**src/rtl/seq_detect_moore_param.sv**
```systemverilog
// Parametrised Moore sequence detector for a push-button input. It contains its own enable-tick
// divider and two-stage debounce, and recovers from a mismatch by falling back to the longest prefix.
module seq_detect_moore_param #(
   parameter int                 SEQ_LEN      = 4,
   parameter logic [SEQ_LEN-1:0] PATTERN      = 4'b1011,
   parameter bit                 OVERLAP      = 1'b0,
   parameter int                 DIV_DEBOUNCE = 18,
   parameter int                 DIV_STEP     = 24
) (
   input  logic               clk,
   input  logic               rst,
   input  logic               boton,
   output logic               boton_clean,
   output logic               seq_done,
   output logic [SEQ_LEN-1:0] step_leds,
   output logic [7:0]         match_count
);

   localparam int SW = $clog2(SEQ_LEN + 1);
   typedef logic [SW-1:0] match_len_t;

   localparam match_len_t         FULL    = match_len_t'(SEQ_LEN);
   localparam logic [SEQ_LEN-1:0] ONES    = {SEQ_LEN{1'b1}};
   localparam logic [SEQ_LEN-1:0] LED_ONE = {{(SEQ_LEN-1){1'b0}}, 1'b1};

   // ------------------------------------------------------------------
   // Divider and debounce
   // ------------------------------------------------------------------
   logic [DIV_STEP-1:0] clkdiv_q;
   logic                deb_tick;
   logic                step_tick;
   logic                d1_q;
   logic                d2_q;
   logic                boton_clean_q;

   assign deb_tick  = &clkdiv_q[DIV_DEBOUNCE-1:0];
   assign step_tick = &clkdiv_q;

   // NOTE: registers use non-blocking assignments, so d2_q takes the value d1_q held before the edge.
   always_ff @(posedge clk) begin
      if (rst) begin
         clkdiv_q      <= '0;
         d1_q          <= 1'b0;
         d2_q          <= 1'b0;
         boton_clean_q <= 1'b0;
      end else begin
         clkdiv_q <= clkdiv_q + DIV_STEP'(1);
         if (deb_tick) begin
            d1_q <= boton;
            d2_q <= d1_q;
         end
         boton_clean_q <= d1_q & d2_q;
      end
   end

   // ------------------------------------------------------------------
   // Match FSM: the state is the number of pattern bits matched so far
   // ------------------------------------------------------------------
   match_len_t         state_q;
   match_len_t         state_d;
   logic [SEQ_LEN-1:0] history_q;
   logic [SEQ_LEN-1:0] history_d;
   logic [7:0]         count_q;
   logic [7:0]         count_d;
   logic               seq_done_q;
   logic [SEQ_LEN-1:0] leds_q;
   logic [SEQ_LEN-1:0] leds_d;

   logic [SEQ_LEN:0]   cand;
   logic [SEQ_LEN:0]   pat_k;
   logic [SEQ_LEN:0]   mask_k;
   int                 cand_len;
   int                 best_k;

   // cand holds the newest sample in bit 0. A length-k candidate matches when its low k bits
   // equal the top k bits of PATTERN.
   always_comb begin
      cand     = {history_q, boton_clean_q};
      cand_len = ((int'(state_q) < SEQ_LEN - 1) ? int'(state_q) : SEQ_LEN - 1) + 1;
      best_k   = 0;
      pat_k    = '0;
      mask_k   = '0;
      for (int k = 1; k <= SEQ_LEN; k++) begin
         pat_k  = {1'b0, PATTERN >> (SEQ_LEN - k)};
         mask_k = {1'b0, ONES >> (SEQ_LEN - k)};
         if ((k <= cand_len) && (((cand ^ pat_k) & mask_k) == '0)) begin
            best_k = k;
         end
      end
   end

   always_comb begin
      state_d   = state_q;
      history_d = history_q;
      count_d   = count_q;
      if (step_tick) begin
         if ((state_q == FULL) && !OVERLAP) begin
            state_d   = '0;
            history_d = '0;
         end else begin
            state_d   = match_len_t'(best_k);
            history_d = {history_q[SEQ_LEN-2:0], boton_clean_q};
         end
         if ((state_d == FULL) && (count_q != 8'hFF)) begin
            count_d = count_q + 8'd1;
         end
      end
   end

   // The outputs are registered from the next state, so they always equal the decode of state_q.
   always_comb begin
      leds_d = '0;
      if (state_d != '0) begin
         leds_d = LED_ONE << (SEQ_LEN - int'(state_d));
      end
   end

   always_ff @(posedge clk) begin
      if (rst) begin
         state_q    <= '0;
         history_q  <= '0;
         count_q    <= '0;
         seq_done_q <= 1'b0;
         leds_q     <= '0;
      end else begin
         state_q    <= state_d;
         history_q  <= history_d;
         count_q    <= count_d;
         seq_done_q <= (state_d == FULL);
         leds_q     <= leds_d;
      end
   end

   assign boton_clean = boton_clean_q;
   assign seq_done    = seq_done_q;
   assign step_leds   = leds_q;
   assign match_count = count_q;

endmodule

```
**config.mk**
```make
export PLATFORM = sky130hd
export DESIGN_NAME = seq_detect_moore_param
export DESIGN_NICKNAME = d
export VERILOG_FILES = /design/src/rtl/seq_detect_moore_param.sv
export SDC_FILE = /design/constraint.sdc
export NUM_CORES = 1
export LEC_CHECK = 0
export ABC_AREA = 1
export BUFFER_PORTS_ARGS = -buffer_cell sky130_fd_sc_hd__buf_2
export CORE_MARGIN = 3
export CORE_UTILIZATION = 50
export DETAILED_ROUTE_END_ITERATION = 12
export GPL_TIMING_DRIVEN = 0
export PLACE_DENSITY_LB_ADDON = 0.25
export SETUP_SLACK_MARGIN = 0.5
export SYNTH_ARGS = -nofsm -noshare
export SYNTH_HDL_FRONTEND = slang
export SYNTH_SLANG_ARGS = --single-unit
```
**constraint.sdc**
```tcl
create_clock -name clk -period 2.05 [get_ports clk]
set_input_delay 0.41 -clock clk [delete_from_list [all_inputs] [get_ports clk]]
set_output_delay 0.41 -clock clk [all_outputs]
set_load 0.05 [all_outputs]
```
==> results.md <==
- Wire per inst: 12.95 microns
- Buffers added on ports: 16
- Clock slew at reported path FFs: 0.09 ns
- Crit path cell chain: nor2_4 > inv_2 > ha_4 > nand3_1 > nor2_4 > a21oi_2 > nand2_1 > o21ai_2 > inv_2 > ha_4 > ha_4 > nand3b_1 > nor2_1
- Yosys warnings: 0
- Max cap viols: 0
- FFs w/ async S/R, synth: 0%
- Antenna viol nets, final: 0
- CP max-delay cell: dfxtp_4
- Max VDD drop: 0.3467 mV
- Net count, final: 368
- Register area share after synthesis: 40.15%
- Power per cell area: 512.0 mW/mm^2
- Crit-path leading delay family: adder cells
- Layout Skew: 0.007345 ns
- Reg power frac: 59.2%
- Compound-Gate Fraction of Synth Area: 9.820%
- Post-layout min period: 2.005 ns
- Residual DRC: 0
- Largest net degree at the start of global routing: 14
- Startpoint types: flop
- Final Hold Vio Count: 0
- Max Buffers Root-to-Sink: 2
- R2R Path End: step_leds[0]
- Xor and xnor fraction of the mapped netlist area: 3.437%
- Relative slew slack: 61.24%
- Clk sinks: 46
- Crit share post-route: 97.80%
- Hpwl dp: 3.310 mm
- H-Tree Depth: 2
- CP max stage delay: 0.38 ns
- GRT Total Usage: 19.39%
- Initial antenna violation count: 0
- Main combinational cell family by area after synthesis: simple AND/OR/NAND/NOR gates
- Fin. max-slew vios: 0
- Main synth FF type: dfxtp_1
- Net Count, Synth: 320
- Slew @ Worst Pin: 0.5814 ns
- Critical path class: flop to flop
- Post-synth top area share: 40.15%
- R2R cell count: 13
- Syn avg cell area: 7.422 sq um
- Synth Area in Adders: 4.364%
- DRT iter0 DRCs: 90
- Final wirelength: 5.308 mm
- Ranking of synthesized cells by area: dfxtp_1 40%, nand2_1 9.7%, nor2_1 6.9%
- CTS Buf Count: 5
- First-pass GRT wire length: 8.300 mm
- Worst R2R Start: state_q[2]
- Post-synthesis cell count: 309
- Grt ovf: 0
- Crit path DAT: 2.25 ns
- Sw Share: 22.25%
- Leakage: 1.221 nW
- RD Place Congestion: 0.8284
- Worst skew pair latency: 0.30 ns
- Count leader, synth: nand2_1
- Vias/cell: 5.207
- Register-to-register setup slack: 0.05 ns
- Yosys reg bits: 46
- Critical path buffer and inverter count: 2
- Synthesis-to-finish area growth: 29.79%
- Crit path max fanout: 3
- CP Capture Type: flop
- Area of the die: 0.005435 sq mm
- N_diodes: 0
- Final setup margin: 0.04514 ns
- Synth Area in Simple Gates: 35.35%
- Cell Area, Synth: 0.002293 sq mm
- Fraction of layout cells with a size suffix above 1: 34.08%
- Combinational power share: 2.7%
- Psw: 0.0003392 W
- Final setup fails: 0
- EDFF count, synth: 0
- Num rows: 24
- Post-synth top cells: 59 x nand2_1, 46 x dfxtp_1, 42 x nor2_1
- Layout Cells excl Fill: 410
- Root Driver: clkbuf_8
- Total number of vias: 2135
- Placeable Area: 0.004384 sq mm
- Most frequent CP cell: ha_4
- Dpl ws: -0.05111 ns
- Mux cell area share after synthesis: 0%
- FMAX: 498.8 MHz
- Fill cell count: 377
- Hold_sp: boton
- CTS tree: done
- # IOs: 17
- Hold EP: d1_q
- Hold-critical path depth: 3
- Hold crit path type: input port to flop
- 1st-pass router iterations: 4
- Post-synth cell types: 32
- Die width: 73.73 microns
- Clock Power Share: 38.1%
- Die height: 73.73 microns
- Cell Int Power: 0.001185 W
- Cells after DPL: 377
- Leading area contributor after synthesis: dfxtp_1
- Starting Density: 52.31%
- Status: finished, final reports clean
- Vias in the first global route: 1934
- Worst Path Required: 2.29 ns
- RSZ-0062 raised after global routing: yes
==> cell families after synthesis <==
kind of cell	after synthesis
AOI/OAI and AO/OA	41
adders and majority gates	8
DFF	46
and+or+nand+nor	165
xor gates and xnor gates	9
buffers and inverters	40
==> metrics by stage <==
step	hold slack (ns)	power [W]	setup TNS, ns	utilization (%)	instance area [sq um]
CTS	0.4029	0.001537	0	63.18	2770
finish	0.3793	0.001524	0	67.89	2977
global route	0.3807	0.001577	-0.3339	67.89	2977
global placement	0.4238	0.0009595	-0.07698	57.11	2504
floorplan	0.4125	0.0009487	0	-	2359
detailed placement	0.4312	0.0009607	-0.2013	57.11	2504
==> layout make-up <==
cell class / instances / area [sq um] / area share, %
multi-input combinational: 223 / 1425 / 47.88
sequential: 46 / 942.2 / 31.65
timing repair buffer: 41 / 290.3 / 9.752
inverter: 35 / 136.4 / 4.582
clock buffer: 7 / 86.33 / 2.900
tap: 52 / 65.06 / 2.186
buffer: 5 / 26.28 / 0.8827
clock inverter: 1 / 5.005 / 0.1681
==> worst register-to-register path: stages (launching register included) <==
cell and delay, ns:
dfxtp_4 0.38, nor2_4 0.11, inv_2 0.06, ha_4 0.16
nand3_1 0.13, nor2_4 0.06, a21oi_2 0.10, nand2_1 0.07
o21ai_2 0.16, inv_2 0.08, ha_4 0.18, ha_4 0.26
nand3b_1 0.10, nor2_1 0.12
==> how the worst max path moves through the flow <==
stage,startpoint,end,cells after the start
2_1_floorplan,clkdiv_q[0],step_leds[0],13
3_3_place_gp,clkdiv_q[0],step_leds[2],13
3_5_place_dp,clkdiv_q[0],step_leds[2],13
4_1_cts,state_q[2],step_leds[0],14
5_1_grt,clkdiv_q[16],step_leds[1],11
6_report,state_q[2],step_leds[0],13
==> metal layers <==
| metal | wire [microns] | up-vias | track usage [%] | part of all wire (%) |
|---|---|---|---|---|
| li1 | - | 1104 | - | - |
| met1 | 2290 | 989 | 23.93 | 43 |
| met2 | 2757 | 33 | 32.97 | 52 |
| met3 | 171 | 9 | 4.514 | 3.2 |
| met4 | 89 | 0 | 6.439 | 1.7 |
| met5 | 0 | - | 0 | 0 |
==> repair_timing <==
action,in CTS,in global routing
endpoints found under the setup margin,19,32
buffers inserted,15,10
hold endpoints to repair,0,0
hold buffers,0,0
gates resized for setup,20,45
pin swaps,13,27
==> power by group through the flow <==
| stage | logic, W | clock network [W] | registers, W |
|---|---|---|---|
| global placement | 0.0000341 | 0 | 0.000925 |
| global route | 0.0000487 | 0.000625 | 0.000903 |
| finish | 0.0000416 | 0.000580 | 0.000902 |
| detailed placement | 0.0000349 | 0 | 0.000926 |
| CTS | 0.0000413 | 0.000594 | 0.000902 |
| floorplan | 0.0000239 | 0 | 0.000925 |
==> registers in the layout, indices dropped and copies added (netlist names) <==
signal       flops
d2_q             1
seq_done         1
step_leds        4
state_q          3
history_q        3
boton_clean      1
d1_q             1
match_count      8
clkdiv_q        24
==> placed cells by master (no fill, tap or decap), types with 2 or more instances in the layout <==
master / count
a21oi_1: 24
a21oi_2: 2
buf_2: 16
buf_4: 19
buf_6: 7
clkbuf_1: 5
clkbuf_8: 6
dfxtp_1: 31
dfxtp_2: 14
ha_1: 2
ha_4: 5
inv_1: 24
inv_2: 10
nand2_1: 53
nand2_2: 8
nand2_4: 6
nand3_1: 17
nand3_2: 5
nand3b_1: 4
nand4_1: 11
nor2_1: 34
nor2_4: 13
nor3_1: 7
nor3_2: 2
o21ai_0: 3
o21ai_1: 5
xnor2_1: 4
xor2_1: 5
Power figures use the tool's default switching activity.
